**src/rtl/lamp_control.sv**
```systemverilog
// ---------------------------------------------------------------------------
// lamp_control
//   Three-way lamp control. Each raw wall switch is synchronised into the clk
//   domain, then debounced: a new level is accepted only after it has been
//   seen for DEBOUNCE_CYCLES consecutive cycles. The lamp drive F is the
//   registered odd parity of the three accepted levels.
//
// Ports
//   clk      in   1      system clock, rising edge
//   rst_n    in   1      asynchronous active-low reset
//   S1..S3   in   1      raw switch levels (asynchronous, may bounce)
//   F        out  1      lamp drive, 1 = on (registered)
//   TOGGLES  out  CNT_W  lamp toggle count, present only when the macro
//                        LAMPCTRL_TOGGLE_CNT_EN is defined
//
// Parameters
//   SYNC_STAGES      synchroniser depth (>= 2)
//   DEBOUNCE_CYCLES  stable cycles needed to accept a level (>= 1)
//   CNT_W            toggle counter width
// ---------------------------------------------------------------------------
module lamp_control #(
    parameter int unsigned SYNC_STAGES     = 2,
    parameter int unsigned DEBOUNCE_CYCLES = 16,
    parameter int unsigned CNT_W           = 8
) (
    input  logic             clk,
    input  logic             rst_n,
    input  logic             S1,
    input  logic             S2,
    input  logic             S3,
    output logic             F
`ifdef LAMPCTRL_TOGGLE_CNT_EN
    ,
    output logic [CNT_W-1:0] TOGGLES
`endif
);

    localparam int unsigned     DC_W    = (DEBOUNCE_CYCLES > 1) ? $clog2(DEBOUNCE_CYCLES) : 1;
    localparam logic [DC_W-1:0] DC_LAST = DC_W'(DEBOUNCE_CYCLES - 1);

    if (SYNC_STAGES < 2)     begin : g_bad_sync  $error("SYNC_STAGES must be >= 2");     end
    if (DEBOUNCE_CYCLES < 1) begin : g_bad_deb   $error("DEBOUNCE_CYCLES must be >= 1"); end
    if (CNT_W < 1)           begin : g_bad_cnt   $error("CNT_W must be >= 1");           end

    // Each synchroniser stage carries all three switches side by side.
    logic [2:0]      sync_q [SYNC_STAGES];
    logic [2:0]      sync_d [SYNC_STAGES];
    logic [2:0]      sw_s;
    logic [2:0]      deb_q, deb_d;
    logic [DC_W-1:0] cnt_q [3];
    logic [DC_W-1:0] cnt_d [3];
    logic            f_q, f_d;

    assign sw_s = sync_q[SYNC_STAGES-1];

    always_comb begin
        sync_d[0] = {S3, S2, S1};
        for (int unsigned k = 1; k < SYNC_STAGES; k++) begin
            sync_d[k] = sync_q[k-1];
        end

        deb_d = deb_q;
        for (int unsigned i = 0; i < 3; i++) begin
            // Counter idles at 0 while synced level matches accepted level;
            // any bounce back therefore discards the partial count.
            cnt_d[i] = '0;
            if (sw_s[i] != deb_q[i]) begin
                if (cnt_q[i] == DC_LAST) begin
                    deb_d[i] = sw_s[i];
                end else begin
                    cnt_d[i] = cnt_q[i] + DC_W'(1);
                end
            end
        end

        f_d = ^deb_q;
    end

    always_ff @(posedge clk or negedge rst_n) begin
        if (!rst_n) begin
            for (int unsigned k = 0; k < SYNC_STAGES; k++) begin
                sync_q[k] <= '0;
            end
            for (int unsigned i = 0; i < 3; i++) begin
                cnt_q[i] <= '0;
            end
            deb_q <= '0;
            f_q   <= 1'b0;
        end else begin
            for (int unsigned k = 0; k < SYNC_STAGES; k++) begin
                sync_q[k] <= sync_d[k];
            end
            for (int unsigned i = 0; i < 3; i++) begin
                cnt_q[i] <= cnt_d[i];
            end
            deb_q <= deb_d;
            f_q   <= f_d;
        end
    end

    assign F = f_q;

`ifdef LAMPCTRL_TOGGLE_CNT_EN
    logic [CNT_W-1:0] toggles_q, toggles_d;

    // Counts edges of F: bumps on the cycle F is about to change; wraps naturally.
    always_comb begin
        toggles_d = toggles_q;
        if (f_d != f_q) begin
            toggles_d = toggles_q + CNT_W'(1);
        end
    end

    always_ff @(posedge clk or negedge rst_n) begin
        if (!rst_n) begin
            toggles_q <= '0;
        end else begin
            toggles_q <= toggles_d;
        end
    end

    assign TOGGLES = toggles_q;
`endif

endmodule

```
**config.mk**
```make
export PLATFORM = sky130hd
export DESIGN_NAME = lamp_control
export DESIGN_NICKNAME = d
export VERILOG_FILES = /design/src/rtl/lamp_control.sv
export SDC_FILE = /design/constraint.sdc
export NUM_CORES = 1
export LEC_CHECK = 0
export CORE_ASPECT_RATIO = 1.4
export CORE_MARGIN = 2
export CORE_UTILIZATION = 45
export DETAILED_ROUTE_END_ITERATION = 10
export GPL_ROUTABILITY_DRIVEN = 0
export PLACE_DENSITY = 0.61
export SLEW_MARGIN = 20
export SYNTH_ARGS = -nofsm -noshare
export SYNTH_HDL_FRONTEND = slang
export SYNTH_SLANG_ARGS = --single-unit
```
**constraint.sdc**
```tcl
create_clock -name clk -period 1.7 [get_ports clk]
set_clock_uncertainty 0.2 [all_clocks]
set_input_delay 0.17 -clock clk [delete_from_list [all_inputs] [get_ports clk]]
set_output_delay 0.17 -clock clk [all_outputs]
set_load 0.01 [all_outputs]
```
# --- Word-level counts from Yosys, hierarchy flattened ---
# Index checks and enable logic that the tools add are counted.
op_classes:
  addsub: 3
  eq_ne: 6
  muxes: 6
  reduce_logical: 4
op_table:
  columns: ["op", "n"]
  rows:
  - ["$mux 4", 6]
  - ["$add 4x1->4 const B", 3]
  - ["$eq 4x4->1 const B", 3]
  - ["$reduce_and 2->1", 3]
  - ["$ne 1x1->1", 3]
  - ["$reduce_xor 3->1", 1]
totals:
  regBits: 22
  output_inout_bits: 1
  wordCells: 28

# --- Depth between registers and ports, before layout ---
depth:
  word_depth: 3
  ltp_mapped: 4

# --- Worst setup path after synthesis ---
# OpenSTA, ideal clock, no wires.
synth_timing:
  path_type: "register to register"
  start: "reg cnt_q[4] (netlist bit)"
  end: "reg deb_q[1]"
  setup_time_ns: 0.125
  t_arrival_ns: 1.009
  path_slack_ns: 0.366
  stages_incl_launch_ff: 4
  n_path_buf: 0
  synth_period_minus_slack_ns: 1.334
  path_cell_list: "dfrtp_1 ha_1 nand3_2 mux2_4"
synth_between:
  elab_chain_len: 2
synth_lines:
  columns: ["item", "line_no", "source"]
  rows:
  - ["start, declared", "50", "logic [DC_W-1:0] cnt_q [3];"]
  - ["start signal, assigned by index", "94", "cnt_q[i] <= cnt_d[i];"]
  - ["$eq 4x4->1", "68", "if (cnt_q[i] == DC_LAST) begin"]
  - ["$reduce_and 2->1 (no source line)", null, null]
  - ["end signal, assigned", "87", "deb_q <= '0;"]
  - ["end signal, assigned", "96", "deb_q <= deb_d;"]
  - ["end, declared", "49", "logic [2:0] deb_q, deb_d;"]
# Every way passes these cells.
# A chain may end at the register's enable or synchronous reset.

# --- Worst setup path after layout ---
layout_timing:
  start: "reg f_q, in the netlist F"
  end: "out F"
layout_lines:
  columns: ["item", "line_no", "source"]
  rows:
  - ["start, declared", "52", "logic f_q, f_d;"]
  - ["start signal, assigned", "88", "f_q <= 1'b0;"]
  - ["start signal, assigned", "97", "f_q <= f_d;"]
  - ["end, declared", "31", "output logic F"]
# No word-level cell between the ends.

==> implementation parameters <==
Parameter                              Value

Outcome
  Outcome    complete, no violations

Drt
  DRC violation count after routing    0
  Number of search-and-repair iterations in the first detailed-routing pass    2
  Met2 layer wire length in the routed design    655 um
  Wire length the detailed router placed on met1    513 um
  Routed wirelength normalized by instance count    12.9 um
  First-iteration detailed-routing DRC count    7
  Routed vias/inst    5.31
  Highest Signal Layer    met4
  Via count    504
  Total routed wirelength    1230 um
  Routed met3 length    30 um
  Post-DRT Antenna Nets    0

Timing
  Period Utilization, post-route    91.2%
  Max-slew violations    0
  Unrepaired setup endpoints after global routing    false
  Fin crit period    1550 ps
  Summed negative setup slack over all endpoints    0 ps
  Upper clock frequency limit    0.645 GHz
  Slew at the pin with the worst max-slew slack    427 ps
  Final setup fails    0
  Hold Fails Final Rpt    0
  Worst slew margin relative to its limit    71.3%

Setup path
  Critical path start-end classification    register to output pin
  Critical path capture point type    output pin
  Required time of the critical path    1330 ps
  Delay of the slowest cell on the worst path    520 ps
  Crit path buffers/inverters    1
  Signal arrival time at the worst endpoint    1180 ps
  CP Launch Type    register
  Biggest fanout along the worst timing path    1
  CP delay by family, top    buffers and inverters
  Sequence of cells on the critical path    clkdlybuf4s50_1
  Cell at the slowest stage of the critical path    clkdlybuf4s50_1

Logic synthesis
  Synth Area in XOR/XNOR    7.93%
  Post-synthesis sequential element count    22
  Dominant combinational cell family by area after synthesis    simple AND/OR/NAND/NOR gates
  Share of synthesized cell area in full adder, half adder and majority cells    4.25%
  Yosys synthesis warning count    0
  Share of synthesized area spent on multiplexers    5.10%
  Cell area after synthesis    883 um2
  Gate count of the mapped netlist    63
  Mean area per synthesized cell    14.0 um2
  Distinct cell type count after synthesis    12
  Share of the yosys chip area belonging to registers    62.3%
  Net count after synthesis    71
  Post-synthesis compound-gate area fraction    5.10%
  Simple-Gate Fraction of Synth Area    14.0%

GRT
  Vias in the first global route    572
  Antenna violations before repair    0
  Total grt overflow    0
  Global-route wire length before repair    2370 um
  Largest net degree at the start of global routing    23
  Global Route Usage Sum    13.3%

Clock network
  Number of levels in the clock H-tree    1
  Clock insertion delay at the later pin of the skew report    310 ps
  CTS clock-pin slew for the worst setup and hold paths    120 ps
  Post-cts repair resize count    0
  Cell chosen for the clock root    clkbuf_4
  CTS hold repair buffers    1
  Maximum buffer depth of the clock tree    2
  Setup fix buffers added after clock tree synthesis    0
  Clock tree sinks    22
  CTS Buf Count    3
  CTS tree    built

Die
  Core box area    1900 um2
  Effective utilization at floorplan    46.4%
  Number of standard-cell rows in the floorplan    19
  Die footprint    2340 um2
  Top Ports    6
  Overall die width    41.4 um
  Floorplan die height    56.4 um

Final layout
  Final core utilization    54.1%
  Final nets    83
  Fraction of layout cells with a size suffix above 1    18.9%
  Antenna fix cells    0
  Post-route cell area    1030 um2
  Commonest cells after routing, fill and taps aside    dfrtp_1, xnor2_1, a21oi_1, clkdlybuf4s50_1
  Leading cell type in the layout, fill and taps excluded    dfrtp_1
  Layout area overhead    16.6%

Placement
  Post-place instance area    967 um2
  Port buffer count    5
  Detailed placement HPWL    878 um

Power and ir drop
  Tot Pwr    0.00103 W
  Peak supply drop    0.645 mV
  Total leakage power    0.445 nW
  Pwr/cell area    1000 nW/um2

Run
  Number of maximum-capacitance violations    0

Hold path
  Min-delay worst type    input pin to register
[per-layer routing]
metal  track usage (%)  vias to the layer above
met5                 0                        -
met4              9.68                        0
met3              1.93                        4
met2              22.8                        8
li1                  -                      239
met1              14.7                      253
[cell usage after synthesis]
library cell / instances / share of area (%)
ha_1: 3 / 4.2
nor2b_1: 3 / 2.1
o21ai_0: 3 / 1.7
inv_1: 3 / 1.3
xnor2_1: 8 / 7.9
nand3_2: 3 / 3.4
nor3b_2: 3 / 4.2
nand4b_1: 3 / 3.0
mux2_4: 3 / 5.1
nor2_1: 3 / 1.3
dfrtp_1: 22 / 62
a21oi_1: 6 / 3.4
[cells by family (layout without fill, tap and decap cells)]
| family | count (synthesis) | in the layout |
|---|---|---|
| flip-flops | 22 | 22 |
| AND/OR/NAND/NOR | 15 | 15 |
| AO/OA/AOI/OAI | 9 | 9 |
| XOR/XNOR | 8 | 8 |
| adder cells (fa/ha/maj) | 3 | 3 |
| multiplexers | 3 | 3 |
| buffers and inverters | 3 | 14 |
[worst paths after layout]
| path | slack [ps] | cells past startpoint | end | startpoint |
|---|---|---|---|---|
| worst max-delay path | 150 | 1 | F | F$_DFF_PN0_ |
| worst min-delay path | 80 | 1 | sync_d[1]$_DFF_PN0_ | S2 |
| worst max register to register | 290 | 3 | deb_q[1]$_DFFE_PN0P_ | cnt_q[4]$_DFF_PN0_ |
| worst min register to register | 160 | 0 | sw_s[0]$_DFF_PN0_ | sync_d[0]$_DFF_PN0_ |
| max in group asynchronous | 550 | 3 | cnt_q[1]$_DFF_PN0_ | rst_n |
| min in group asynchronous | 530 | 3 | cnt_q[5]$_DFF_PN0_ | rst_n |
[where the power goes]
part           internal, W   total, W  leakage (nW)  switching (W)
combinational    0.0000353  0.0000663         0.132      0.0000310
sequential        0.000548   0.000570         0.286      0.0000221
clock             0.000239   0.000398        0.0279       0.000160
total             0.000822    0.00103         0.445       0.000213
[per-stage QoR]
stage                     hold slack, ps  instances  worst slack, ps
after global placement               133         90              308
after CTS                           69.2         95              129
after detailed placement             137         90              307
after floorplan                     -326         63              366
after global routing                68.2         95              103
final                               78.0         95              149
[layout make-up]
class,instances,area (um2)
fillers,177,872
flip-flops and latches,22,551
multi-input cells,38,322
repair buffers,7,67.6
clock inverters,1,30.0
well taps,21,26.3
clock buffers,3,22.5
inverters,3,11.3
[sequential cells by signal, indices dropped and copies added (netlist names)]
name / flops
sw_s: 3
cnt_q: 12
deb_q: 3
sync_d: 3
F: 1
No activity file was read; power rests on OpenSTA's default activity.
